**src/rtl/regfile_wb_arbiter.sv**
```systemverilog
// Register-file write-port arbiter: pipeline write-back has priority, multi-cycle
// results wait in a small FIFO, and a per-register scoreboard drives decode hazards.
module regfile_wb_arbiter #(
    parameter int DATA_W = 32,
    parameter int ADDR_W = 4,
    parameter int DEPTH  = 2
) (
    input  logic              clk,
    input  logic              rst,
    input  logic              pipe_wb_en,
    input  logic [ADDR_W-1:0] pipe_wb_dest,
    input  logic [DATA_W-1:0] pipe_wb_value,
    input  logic              mc_issue,
    input  logic [ADDR_W-1:0] mc_issue_dest,
    output logic              mc_issue_stall,
    input  logic              mc_valid,
    input  logic [ADDR_W-1:0] mc_dest,
    input  logic [DATA_W-1:0] mc_value,
    output logic              mc_ready,
    input  logic [ADDR_W-1:0] src1,
    input  logic [ADDR_W-1:0] src2,
    output logic              hazard,
    output logic              writeBackEn,
    output logic [ADDR_W-1:0] dest_wb,
    output logic [DATA_W-1:0] Result_WB,
    output logic [15:0]       defer_cnt,
    output logic              err
);
    localparam int NREG = 1 << ADDR_W;
    localparam int PW   = (DEPTH > 1) ? $clog2(DEPTH) : 1;
    localparam int CW   = PW + 1;

    typedef struct packed {
        logic [ADDR_W-1:0] dest;
        logic [DATA_W-1:0] value;
    } wb_entry_t;

    wb_entry_t         fifo [DEPTH];
    wb_entry_t         head;
    logic [PW-1:0]     rd_ptr, wr_ptr;
    logic [CW-1:0]     count;
    logic [NREG-1:0]   pending, pending_nxt;
    logic              empty, push, pop, issue_ok, err_set;

    assign empty          = (count == '0);
    assign mc_ready       = (count < CW'(DEPTH));
    assign head           = fifo[rd_ptr];
    assign push           = mc_valid & mc_ready;
    assign pop            = ~pipe_wb_en & ~empty;
    assign mc_issue_stall = pending[mc_issue_dest];
    assign hazard         = pending[src1] | pending[src2];
    assign issue_ok       = mc_issue & ~mc_issue_stall;
    assign err_set        = (mc_issue & mc_issue_stall)
                          | (push & ~pending[mc_dest])
                          | (pipe_wb_en & pending[pipe_wb_dest]);

    always_comb begin
        writeBackEn = 1'b0;
        dest_wb     = '0;
        Result_WB   = '0;
        if (pipe_wb_en) begin
            writeBackEn = 1'b1;
            dest_wb     = pipe_wb_dest;
            Result_WB   = pipe_wb_value;
        end else if (!empty) begin
            writeBackEn = 1'b1;
            dest_wb     = head.dest;
            Result_WB   = head.value;
        end
    end

    // Clear is applied after set so a same-register collision leaves the bit clear.
    always_comb begin
        pending_nxt = pending;
        if (issue_ok) pending_nxt[mc_issue_dest] = 1'b1;
        if (pop)      pending_nxt[head.dest]     = 1'b0;
    end

    always_ff @(posedge clk) begin
        if (push) fifo[wr_ptr] <= '{dest: mc_dest, value: mc_value};
    end

    always_ff @(posedge clk or posedge rst) begin
        if (rst) begin
            rd_ptr    <= '0;
            wr_ptr    <= '0;
            count     <= '0;
            pending   <= '0;
            defer_cnt <= '0;
            err       <= 1'b0;
        end else begin
            if (push) wr_ptr <= wr_ptr + PW'(1);
            if (pop)  rd_ptr <= rd_ptr + PW'(1);
            case ({push, pop})
                2'b10:   count <= count + CW'(1);
                2'b01:   count <= count - CW'(1);
                default: count <= count;
            endcase
            pending <= pending_nxt;
            if (pipe_wb_en && !empty && defer_cnt != 16'hFFFF)
                defer_cnt <= defer_cnt + 16'd1;
            if (err_set) err <= 1'b1;
        end
    end
endmodule

```
**config.mk**
```make
export PLATFORM = sky130hd
export DESIGN_NAME = regfile_wb_arbiter
export DESIGN_NICKNAME = d
export VERILOG_FILES = /design/src/rtl/regfile_wb_arbiter.sv
export SDC_FILE = /design/constraint.sdc
export NUM_CORES = 1
export LEC_CHECK = 0
export BUFFER_PORTS_ARGS = -buffer_cell sky130_fd_sc_hd__buf_2
export CORE_MARGIN = 2
export CORE_UTILIZATION = 42
export CTS_CLUSTER_DIAMETER = 150
export CTS_CLUSTER_SIZE = 20
export DETAILED_ROUTE_END_ITERATION = 8
export PLACE_DENSITY_LB_ADDON = 0.2
export REMOVE_ABC_BUFFERS = 1
export SLEW_MARGIN = 20
export SYNTH_ARGS = -nofsm -noshare
export SYNTH_HDL_FRONTEND = slang
export SYNTH_SLANG_ARGS = --single-unit
```
**constraint.sdc**
```tcl
create_clock -name clk -period 3 [get_ports clk]
set_input_delay 0.6 -clock clk [delete_from_list [all_inputs] [get_ports clk]]
set_output_delay 0.6 -clock clk [all_outputs]
set_load 0.01 [all_outputs]
```
=== After elaboration in Yosys (flattened, before gate mapping) ===
Memories as Yosys holds them, arrays and structs flattened.
Index checks and enable logic that the tools add are counted.

* Reduce and logical (&&, ||, !) cells: 7
* Mux-type cells: 25
* Bitwise operators: 16
* $add $sub $neg: 5
* Equal/unequal tests: 3
* Order comparisons: 9

{| class="wikitable"
|+ Operators by type and width
! cell !! count
|-
| 32-bit two-way mux || 2
|-
| 16-bit two-way mux || 2
|-
| 4-bit by 5-bit < comparator with 1-bit output (second input constant) || 6
|-
| 1-bit binary-select mux with 4-bit select || 5
|-
| 16-bit by 1-bit adder with 16-bit output (second input constant) || 1
|-
| 16-bit AND || 1
|-
| 16-bit inequality test (second input constant) || 1
|-
| 16-bit inverter || 1
|-
| 16-bit bitwise OR || 1
|-
| 1-bit two-way mux || 11
|-
| 1-bit demux with 4-bit select || 2
|-
| 4-bit by 1-bit greater-or-equal comparator with 1-bit output (second input constant) || 2
|-
| 4-bit two-way mux || 2
|-
| 1-bit AND || 6
|-
| 1-bit logical AND || 4
|-
| 1-bit inverter || 4
|-
| 2-bit one-hot mux with 2 select lines || 1
|-
| 1-bit bitwise OR || 3
|-
| 1-bit adder (second input constant) || 2
|-
| 2-bit by 1-bit adder with 2-bit output (second input constant) || 1
|-
| 2-bit by 1-bit == test with 1-bit output (second input constant) || 1
|-
| 2-bit == test (second input constant) || 1
|-
| 2-bit logical NOT || 1
|-
| 2-bit < comparator (second input constant) || 1
|-
| 3 further kinds || 3
|}

* Memories kept: 1
* Word-level logic and storage cells: 72
* Bits of input ports: 89
* Output and inout bits: 57
* Bits in registers: 37
* Memory bits (writable): 72

{| class="wikitable"
|+ Memory list
! memory !! words !! width !! rd ports !! clocked after Yosys merged registers in !! write ports !! RTL line !! source
|-
| fifo || 2 || 36 || 1 || 0 || 1 || 38 || <nowiki>wb_entry_t fifo [DEPTH];</nowiki>
|}

=== Depth between registers and ports, before layout ===
Gate-level depths: netlist of the first run.

* Word-level depth: 8
* Gate-level depth with buffers: 8
* Gate-level depth less buffers: 7

=== Worst setup path after synthesis of the first run ===
OpenSTA, ideal clock, no wires.

* Path type: input to register
* Start: input mc_valid
* End: memory fifo[0][0] in the netlist's numbering (enable)
* Data required time: 2.571 ns
* Path buffers: 0
* Setup slack: 0.337 ns
* Setup time: 0.429 ns
* Arrival: 2.234 ns
* Stages on the path: 2
* Path through: nand2_1 -> nor2_1

* Longest elaborated chain between the ends: 3

{| class="wikitable"
|+ RTL lines
! element !! RTL line !! source
|-
| start, declared || 16 || <nowiki>input logic mc_valid,</nowiki>
|-
| 1-bit AND || 48 || <nowiki>assign push = mc_valid & mc_ready;</nowiki>
|-
| 1-bit two-way mux || 80 || <nowiki>if (push) fifo[wr_ptr] <= '{dest: mc_dest, value: mc_value};</nowiki>
|-
| 1-bit two-way mux (not written as such) || 80 ||
|-
| end, declared || 38 ||
|}

Every way passes these cells.

=== Worst setup path in the final report of the first run ===
* Start: register pending[15]
* End: output hazard

* Longest elaborated chain between the ends: 3
* Elaborated cells between the ends (all ways): 5
* Classes of those cells: mux (4); bitwise (1)

{| class="wikitable"
|+ RTL lines
! element !! RTL line !! source
|-
| start, declared || 42 || <nowiki>logic [NREG-1:0] pending, pending_nxt;</nowiki>
|-
| start signal, assigned || 99 || <nowiki>pending <= pending_nxt;</nowiki>
|-
| 1-bit binary-select mux with 4-bit select || 51 || <nowiki>assign hazard = pending[src1] | pending[src2];</nowiki>
|-
| 1-bit two-way mux (not written as such) || 51 ||
|-
| 1-bit bitwise OR * || 51 ||
|-
| end, declared || 22 || <nowiki>output logic hazard,</nowiki>
|}

Every way passes the cells marked *; elsewhere a longest branch is shown, timed or not. The select of a mux whose other input is x is not followed.

==> results of run 1 <==
[kinds of logic after synthesis]
kind of cell	synth area share, %
compound gates	9.47
buf+inv	2.06
simple gates	10.2
flops	57.9
xor+xnor	2.95
fa+ha+maj	0.469
mux	17.0
[metal layers]
metal	routed length, um	vias up
li1	-	1863
met1	5480	1889
met2	5810	155
met3	801	17
met4	233	0
met5	0	-
[layout make-up]
cell class	instances	share of cell area, %
Clock buffer	10	3.47
Clock inverter	5	1.16
Inverter	9	0.512
Multi-Input combinational cell	278	32.7
Sequential cell	109	46.9
Tap cell	172	3.26
Timing Repair Buffer	152	12.0
[worst max path at each step]
| stage | slack (ns) | startpoint | to | cells after the start |
|---|---|---|---|---|
| 6_report | 0.19 | pending[15]$_DFF_PP0_ | hazard | 4 |
| 5_1_grt | 0.11 | count[0]$_DFFE_PP0P_ | dest_wb[2] | 4 |
| 4_1_cts | 0.16 | pending[15]$_DFF_PP0_ | hazard | 4 |
| 3_5_place_dp | 0.20 | src2[0] | hazard | 5 |
| 3_3_place_gp | 0.25 | src2[0] | hazard | 5 |
| 2_1_floorplan | 0.33 | count[0]$_DFFE_PP0P_ | Result_WB[0] | 2 |
[layout by cell type (no fill, tap or decap), types with 12 or more instances in the layout]
cell type	n
xnor2_1	14
nor2_1	12
a21oi_1	30
dfrtp_1	36
mux2i_1	39
edfxtp_1	72
mux4_2	17
nand2_1	49
o21ai_0	34
buf_2	145
[power breakdown]
group / total, mW / internal (mW) / switching [mW] / leakage, nW
clock network: 1.23 / 0.723 / 0.506 / 0.146
logic: 1.78 / 0.873 / 0.908 / 1.53
registers: 2.39 / 1.99 / 0.404 / 1.12
total: 5.40 / 3.58 / 1.82 / 2.80
[critical path, delay by kind of cell (launching register included)]
| family | cells | cell delay, ns |
|---|---|---|
| simple gates | 1 | 0.30 |
| flops | 1 | 0.46 |
| mux | 2 | 0.98 |
| buf+inv | 1 | 0.14 |
[registers in the layout, summed over array words and instances (netlist names)]
register,flops
defer_cnt,16
count,2
rd_ptr,1
wr_ptr,1
err,1
fifo,72
pending,16
[metrics by stage]
stage | power, mW | cells | hold slack [ns] | util (%)
after floorplan | 3.49 | 396 | 0.461 | -
after global placement | 4.18 | 720 | 0.468 | 50.2
after detailed placement | 4.22 | 720 | 0.482 | 50.2
after CTS | 5.46 | 735 | 0.257 | 52.7
after global routing | 5.74 | 735 | 0.287 | 52.7
final | 5.40 | 735 | 0.262 | 52.7
==> results.py, run 1 <==
metrics = {
    "clocking": {
        "cts.repair.resized": 0,
        "clk_pin_slew_ns": 0.07,
        "clk_latency_ns": 0.34,
        "htreeDepth": 3,
        "cts_setup_buffers": 0,
        "cts_root_buf": "clkbuf_16",
        "cts_tree": "done",
        "ctsHoldBuffers": 0,
        "cts_buffers": 9,
        "clock_sinks": 109,
        "clk_path_buf_depth": 2,
    },
    "finish": {
        "final_nets": 650,
        "antenna_cells": 0,
        "multiInputGateArea_sq_um": 2160,
        "fill_cells": 1117,
        "register_area_sq_um": 3090,
        "layout-drive-gt1-share_pct": 34.5,
        "stdcell_area_sq_um": 6590,
        "area_growth_syn_to_layout_pct": 23.5,
    },
    "synthesis": {
        "synth_warnings": 0,
        "synth_edf_count": 72,
        "synth-seq-cells": 109,
        "synth_area_sq_um": 5340,
        "synth_cell_types": 50,
        "synth-main-ff-cell": "edfxtp_1",
        "synthArstFlopShare_pct": 33.9,
        "yosysTopAreaCellShare_pct": 40.5,
        "ys_top_cells_by_area": "edfxtp_1 (41%), dfrtp_1 (17%), mux2i_1 (7.3%)",
        "yosysMostFrequentCell": "edfxtp_1",
        "ys_top_cells_by_count": "edfxtp_1 (72), nand2_1 (49), mux2i_1 (39)",
        "syn_avg_cell_area_sq_um": 12.9,
        "synth-seq-area-share_pct": 57.9,
        "synthCells": 413,
        "synth_area_leader_cell": "edfxtp_1",
    },
    "floorplan": {
        "die_h_um": 117,
        "num_rows": 41,
        "ios": 146,
        "die_w_um": 117,
        "coreArea_sq_um": 12500,
        "die_area_sq_um": 13600,
        "start_util_pct": 42.6,
    },
    "setup_path": {
        "regToRegStartpoint": "count[0]$_DFFE_PP0P_",
        "path_common_cell": "mux4_2",
        "max_stage_delay_ns": 0.50,
        "crit_chain": "mux4_2, mux4_2, or2_2, buf_2",
        "ff2ff_setup_slack_ns": 0.93,
        "reg2reg_to": "count[1]$_DFFE_PP0P_",
        "critPathLaunchType": "register",
        "endpoint_kind": "primary output",
        "reg2regPathDepth": 6,
        "critPathKind": "reg2out",
        "cp_slowest_cell": "mux4_2",
        "cp_data_arrival_time_ns": 2.21,
        "cp.required_ns": 2.40,
        "critPathMaxFanout": 6,
    },
    "power": {
        "powerDensity_nw_per_um2": 819,
        "leakagePower_nw": 2.80,
        "vdd.ir_drop.worst_uv": 402,
    },
    "timing": {
        "tightestPinTransition_ns": 1.00,
        "layout_min_cycle_time_ns": 2.81,
        "finalHoldViolCount": 0,
        "slew_viol_final": 0,
        "setup_slack_ns": 0.188,
        "rsz0062_at_grt": "false",
        "skew_ns": 0.00507,
        "slew_headroom_pct": 32.9,
        "setup_violations": 0,
        "tns_ns": 0,
        "fmax_mhz": 356,
        "finalCritPeriodShare_pct": 93.7,
    },
    "global_routing": {
        "met2_usage_pct": 29.6,
        "grt_use_met1_pct": 24.5,
        "busiest_layer": "met2",
        "grt_max_degree": 45,
        "antenna_found_initial": 0,
        "track_usage_pct": 18.6,
        "overflow": 0,
        "grt_pass1_vias": 3816,
        "grt_pass1_wl_mm": 19.1,
        "gr-usage-met3_pct": 4.05,
    },
    "detailed_routing": {
        "via_count": 3924,
        "drtPass1Iterations": 4,
        "drt-total-wl_mm": 12.3,
        "drt-initial-drc-count": 242,
        "vias_per_cell": 5.34,
        "routedWlPerCell_um": 16.8,
        "drtAntennaViolNets": 0,
        "drcViolationCount": 0,
    },
    "placed_design": {
        "numPortBuffers": 145,
        "dp_hpwl_mm": 8.96,
        "dp_slack_ns": 0.203,
        "placed_area_sq_um": 6290,
        "gp_congestion": 0.882,
    },
    "hold_path": {
        "min_path_type": "in2async",
    },
    "outcome": {
        "run_status": "finished clean",
    },
    "run": {
        "cap_violations": 0,
    },
}
(Power assumes the default switching activity.)
==> run 2, diff against run 1 <==
BUFFER_PORTS_ARGS = -buffer_cell sky130_fd_sc_hd__clkbuf_2   (was -buffer_cell sky130_fd_sc_hd__buf_2)
==> results.py, run 2 (synthesized netlist as in run 1, its figures left out) <==
metrics = {
    "outcome": {
        "run_status": "finished clean",
    },
    "run": {
        "cap_violations": 0,
    },
    "finish": {
        "stdcell_area_sq_um": 6600,
        "multiInputGateArea_sq_um": 2160,
        "fill_cells": 1115,
        "layout_commonest_cell": "clkbuf_2",
        "antenna_cells": 0,
        "top_regs": "fifo: 72 flops, defer_cnt: 16 flops, pending: 16 flops",
        "layout-drive-gt1-share_pct": 34.8,
        "final_nets": 650,
        "final_cell_mix": "clkbuf_2 (145), edfxtp_1 (72), nand2_1 (49)",
        "largest_register_ffs": 72,
        "register_area_sq_um": 3090,
        "layoutNonFillerInstCount": 736,
        "largest_register": "fifo",
        "area_growth_syn_to_layout_pct": 23.7,
    },
    "setup_path": {
        "cp.required_ns": 2.40,
        "reg2reg_to": "count[1]$_DFFE_PP0P_",
        "cp_data_arrival_time_ns": 2.24,
        "endpoint_kind": "primary output",
        "ff2ff_setup_slack_ns": 0.91,
        "cp_slowest_cell": "mux4_2",
        "critPathKind": "reg2out",
        "regToRegStartpoint": "count[0]$_DFFE_PP0P_",
        "max_stage_delay_ns": 0.50,
        "critPathMaxFanout": 6,
        "cp.depth": 4,
        "critPathLaunchType": "register",
        "cp-endpoint": "hazard",
        "reg2regPathDepth": 5,
        "crit_family": "multiplexers",
        "critPathLaunch": "pending[15]$_DFF_PP0_",
        "path_common_cell": "mux4_2",
        "crit_chain": "mux4_2, mux4_2, or2_2, clkbuf_2",
        "crit_buf_inv": 1,
    },
    "placed_design": {
        "placed_area_sq_um": 6290,
        "numPortBuffers": 145,
        "placed_cells_incl_taps": 720,
        "dp_hpwl_mm": 8.99,
        "gp_congestion": 0.900,
    },
    "detailed_routing": {
        "highest_layer": "met4",
        "drt-initial-drc-count": 264,
        "drtAntennaViolNets": 0,
        "wl_met3_um": 881,
        "routedWlPerCell_um": 16.9,
        "drtPass1Iterations": 4,
        "met1Wirelength_mm": 5.42,
        "vias_per_cell": 5.34,
        "drt-total-wl_mm": 12.4,
        "wl_met2_mm": 5.75,
        "via_count": 3931,
        "drcViolationCount": 0,
    },
    "clocking": {
        "clk_latency_ns": 0.35,
        "cts.repair.resized": 0,
        "clk_pin_slew_ns": 0.07,
        "htreeDepth": 3,
        "cts_tree": "done",
        "clock_sinks": 109,
        "ctsHoldBuffers": 0,
        "cts_root_buf": "clkbuf_16",
        "cts_setup_buffers": 0,
        "cts_buffers": 9,
        "clk_path_buf_depth": 2,
    },
    "timing": {
        "tightestPinTransition_ns": 0.991,
        "fin_hold_ws_ns": 0.261,
        "finalCritPeriodShare_pct": 94.7,
        "skew_ns": 0.00493,
        "fmax_mhz": 352,
        "slew_headroom_pct": 33.7,
        "rsz0062_at_grt": "false",
        "slew_viol_final": 0,
        "layout_min_cycle_time_ns": 2.84,
        "finalHoldViolCount": 0,
        "setup_violations": 0,
        "tns_ns": 0,
    },
    "power": {
        "swShare_pct": 34.0,
        "p_clk_share_pct": 23.1,
        "intPower_mw": 3.59,
        "finalPower_mw": 5.44,
        "leakagePower_nw": 2.81,
        "vdd.ir_drop.worst_uv": 339,
        "seqPwrFrac_pct": 44.0,
        "p_switching_mw": 1.85,
        "powerDensity_nw_per_um2": 823,
        "pwr-share-comb_pct": 32.9,
    },
    "floorplan": {
        "die_h_um": 117,
        "coreArea_sq_um": 12500,
        "ios": 146,
        "num_rows": 41,
        "die_w_um": 117,
        "die_area_sq_um": 13600,
        "start_util_pct": 42.6,
    },
    "global_routing": {
        "track_usage_pct": 19.2,
        "grt_max_degree": 45,
        "antenna_found_initial": 0,
        "grt_pass1_vias": 3889,
        "grt_pass1_wl_mm": 19.6,
        "overflow": 0,
    },
    "hold_path": {
        "min_path_type": "in2async",
    },
}
run 2: changes by cell type in the layout (fill, tap and decap cells not counted), sizes merged:
cell,delta
buf,-145
clkbuf,+144
clkinv,+2
run 2: metrics by stage:
stage	setup slack, ns	util (%)
2_1_floorplan	0.333	-
3_3_place_gp	0.245	50.2
3_5_place_dp	0.193	50.2
4_1_cts	0.142	52.7
5_1_grt	0.116	52.7
6_report	0.159	52.7
run 2: layout make-up:
cell class,count,area share (%)
repair buffers,152,12.0
inverters,9,0.512
multi-input cells,278,32.7
clock inverters,7,1.36
clock buffers,9,3.41
well taps,172,3.26
flip-flops and latches,109,46.8
run 2: how the worst min path moves through the flow:
stage,start,cells past startpoint,slack (ns),to
2_1_floorplan,wr_ptr$_DFFE_PP0P_,1,0.46,wr_ptr$_DFFE_PP0P_
6_report,rst,3,0.26,err$_DFFE_PP0P_
4_1_cts,rst,3,0.26,err$_DFFE_PP0P_
5_1_grt,rst,3,0.29,err$_DFFE_PP0P_
3_3_place_gp,defer_cnt[15]$_DFFE_PP0P_,1,0.47,defer_cnt[15]$_DFFE_PP0P_
3_5_place_dp,defer_cnt[13]$_DFFE_PP0P_,1,0.49,defer_cnt[13]$_DFFE_PP0P_
run 2: worst register-to-register path, stage by stage, from the launching register on:
cell	delay, ns
dfrtp_1	0.47
o21ai_4	0.80
inv_1	0.11
ha_1	0.34
nor2_1	0.15
xnor2_1	0.15
run 2: routing by layer:
layer | vias up | track usage [%]
li1 | 1865 | -
met1 | 1860 | 26.3
met2 | 180 | 29.3
met3 | 26 | 4.15
met4 | 0 | 9.02
met5 | - | 0
run 2: power groups by stage:
stage | registers [mW] | clock network [mW] | logic [mW]
floorplan | 2.34 | 0 | 1.15
global placement | 2.40 | 0 | 1.78
detailed placement | 2.42 | 0 | 1.81
CTS | 2.39 | 1.29 | 1.82
global route | 2.45 | 1.36 | 1.99
finish | 2.39 | 1.25 | 1.79
==> run 3, diff against run 2 <==
CELL_PAD_IN_SITES_DETAIL_PLACEMENT = 1   (was unset)
CELL_PAD_IN_SITES_GLOBAL_PLACEMENT = 1   (was unset)
==> results.py, run 3 (synthesized netlist as in run 1, its figures left out) <==
metrics = {
    "outcome": {
        "run_status": "finished clean",
    },
    "global_routing": {
        "antenna_found_initial": 0,
        "grt_pass1_wl_mm": 21.4,
        "overflow": 0,
        "grt_pass1_vias": 4110,
        "track_usage_pct": 20.4,
        "grt_max_degree": 45,
    },
    "clocking": {
        "cts_buffers": 9,
        "clk_pin_slew_ns": 0.07,
        "htreeDepth": 3,
        "clk_latency_ns": 0.34,
        "cts_setup_buffers": 0,
        "clock_sinks": 109,
        "cts.repair.resized": 0,
        "cts_tree": "done",
        "clk_path_buf_depth": 2,
        "cts_root_buf": "clkbuf_16",
        "ctsHoldBuffers": 0,
    },
    "detailed_routing": {
        "routedWlPerCell_um": 18.3,
        "drt-initial-drc-count": 170,
        "drt-total-wl_mm": 13.5,
        "via_count": 3978,
        "drtAntennaViolNets": 0,
        "drcViolationCount": 0,
        "vias_per_cell": 5.41,
        "drtPass1Iterations": 4,
    },
    "power": {
        "powerDensity_nw_per_um2": 816,
        "leakagePower_nw": 2.79,
        "vdd.ir_drop.worst_uv": 521,
        "finalPower_mw": 5.35,
    },
    "floorplan": {
        "coreArea_sq_um": 12500,
        "die_area_sq_um": 13600,
        "ios": 146,
        "num_rows": 41,
        "start_util_pct": 42.6,
        "die_w_um": 117,
        "die_h_um": 117,
    },
    "finish": {
        "area_growth_syn_to_layout_pct": 22.9,
        "final_cell_mix": "clkbuf_2 (145), edfxtp_1 (72), nand2_1 (49)",
        "layout_commonest_cell": "clkbuf_2",
        "largest_register_ffs": 72,
        "top_regs": "fifo: 72 flops, defer_cnt: 16 flops, pending: 16 flops",
        "largest_register": "fifo",
        "antenna_cells": 0,
        "layout-drive-gt1-share_pct": 34.6,
        "final_nets": 649,
    },
    "placed_design": {
        "gp_congestion": 0.889,
        "dp_hpwl_mm": 9.93,
        "numPortBuffers": 145,
    },
    "timing": {
        "tightestPinTransition_ns": 1.02,
        "finalCritPeriodShare_pct": 92.8,
        "slew_headroom_pct": 32.0,
        "setup_violations": 0,
        "rsz0062_at_grt": "false",
        "finalHoldViolCount": 0,
        "skew_ns": 0.0127,
        "tns_ns": 0,
        "fmax_mhz": 359,
        "slew_viol_final": 0,
        "layout_min_cycle_time_ns": 2.78,
    },
    "setup_path": {
        "crit_chain": "clkbuf_2, mux4_2, mux4_2, or2_2, clkbuf_2",
        "cp.required_ns": 2.40,
        "critPathKind": "in2out",
        "max_stage_delay_ns": 0.53,
        "critPathLaunch": "src2[0]",
        "cp_data_arrival_time_ns": 2.18,
        "critPathLaunchType": "input pin",
        "endpoint_kind": "primary output",
        "critPathMaxFanout": 4,
        "cp_slowest_cell": "mux4_2",
        "regToRegStartpoint": "count[0]$_DFFE_PP0P_",
    },
    "hold_path": {
        "min_path_type": "in2async",
    },
    "run": {
        "cap_violations": 0,
    },
}
## run 3: changes by cell type in the layout (fill, tap and decap cells not counted)
cell	previous run	this run
clkbuf_8	0	1
inv_8	0	1
inv_6	0	4
buf_12	1	0
bufinv_16	2	0
clkinvlp_4	1	0
clkbuf_1	0	1
clkinv_4	1	0
clkinv_2	2	0
clkinv_1	1	0
## run 3: metrics by stage
stage | hold slack (ns) | setup slack, ns | instances | area (sq um) | util, %
4_1_cts | 0.310 | 0.206 | 735 | 6560 | 52.4
3_3_place_gp | 0.476 | 0.254 | 719 | 6270 | 50.1
2_1_floorplan | 0.461 | 0.333 | 396 | 5260 | -
6_report | 0.296 | 0.217 | 735 | 6560 | 52.4
5_1_grt | 0.338 | 0.0844 | 735 | 6560 | 52.4
3_5_place_dp | 0.494 | 0.207 | 719 | 6270 | 50.1
## run 3: where the power goes
group	leakage [nW]	internal, mW	total, mW	switching (mW)
combinational	1.53	0.856	1.75	0.897
sequential	1.12	1.99	2.44	0.449
clock	0.143	0.605	1.16	0.552
total	2.79	3.45	5.35	1.90
## run 3: worst max-delay path, delay by kind of cell
kind,cells,cell delay (ns)
buffers and inverters,2,0.30
multiplexers,2,0.98
AND/OR/NAND/NOR,1,0.30
## run 3: worst paths after layout
check / endpoint / slack (ns) / cells past startpoint
max in group asynchronous: defer_cnt[11]$_DFFE_PP0P_ / 2.09 / 3
worst max-delay path: hazard / 0.22 / 5
min in group clk: fifo[0][26]$_DFFE_PP_ / 0.44 / 1
worst min register to register: defer_cnt[15]$_DFFE_PP0P_ / 0.51 / 1
worst min-delay path: defer_cnt[9]$_DFFE_PP0P_ / 0.30 / 2
worst max register to register: count[1]$_DFFE_PP0P_ / 0.88 / 5
## run 3: per-layer routing
metal,GRT usage [%],share of wire [%],vias up
met5,0,0,-
met4,5.65,0.93,0
met3,3.58,4.7,11
met2,35.7,53,113
met1,26.3,41,1989
li1,-,-,1865
## run 3: area by class of cell
| type | instances | area [sq um] |
|---|---|---|
| well taps | 172 | 215 |
| flip-flops and latches | 109 | 3090 |
| fillers | 1390 | 5960 |
| multi-input cells | 278 | 2160 |
| inverters | 9 | 33.8 |
| clock buffers | 11 | 243 |
| repair buffers | 151 | 771 |
| clock inverters | 5 | 46.3 |
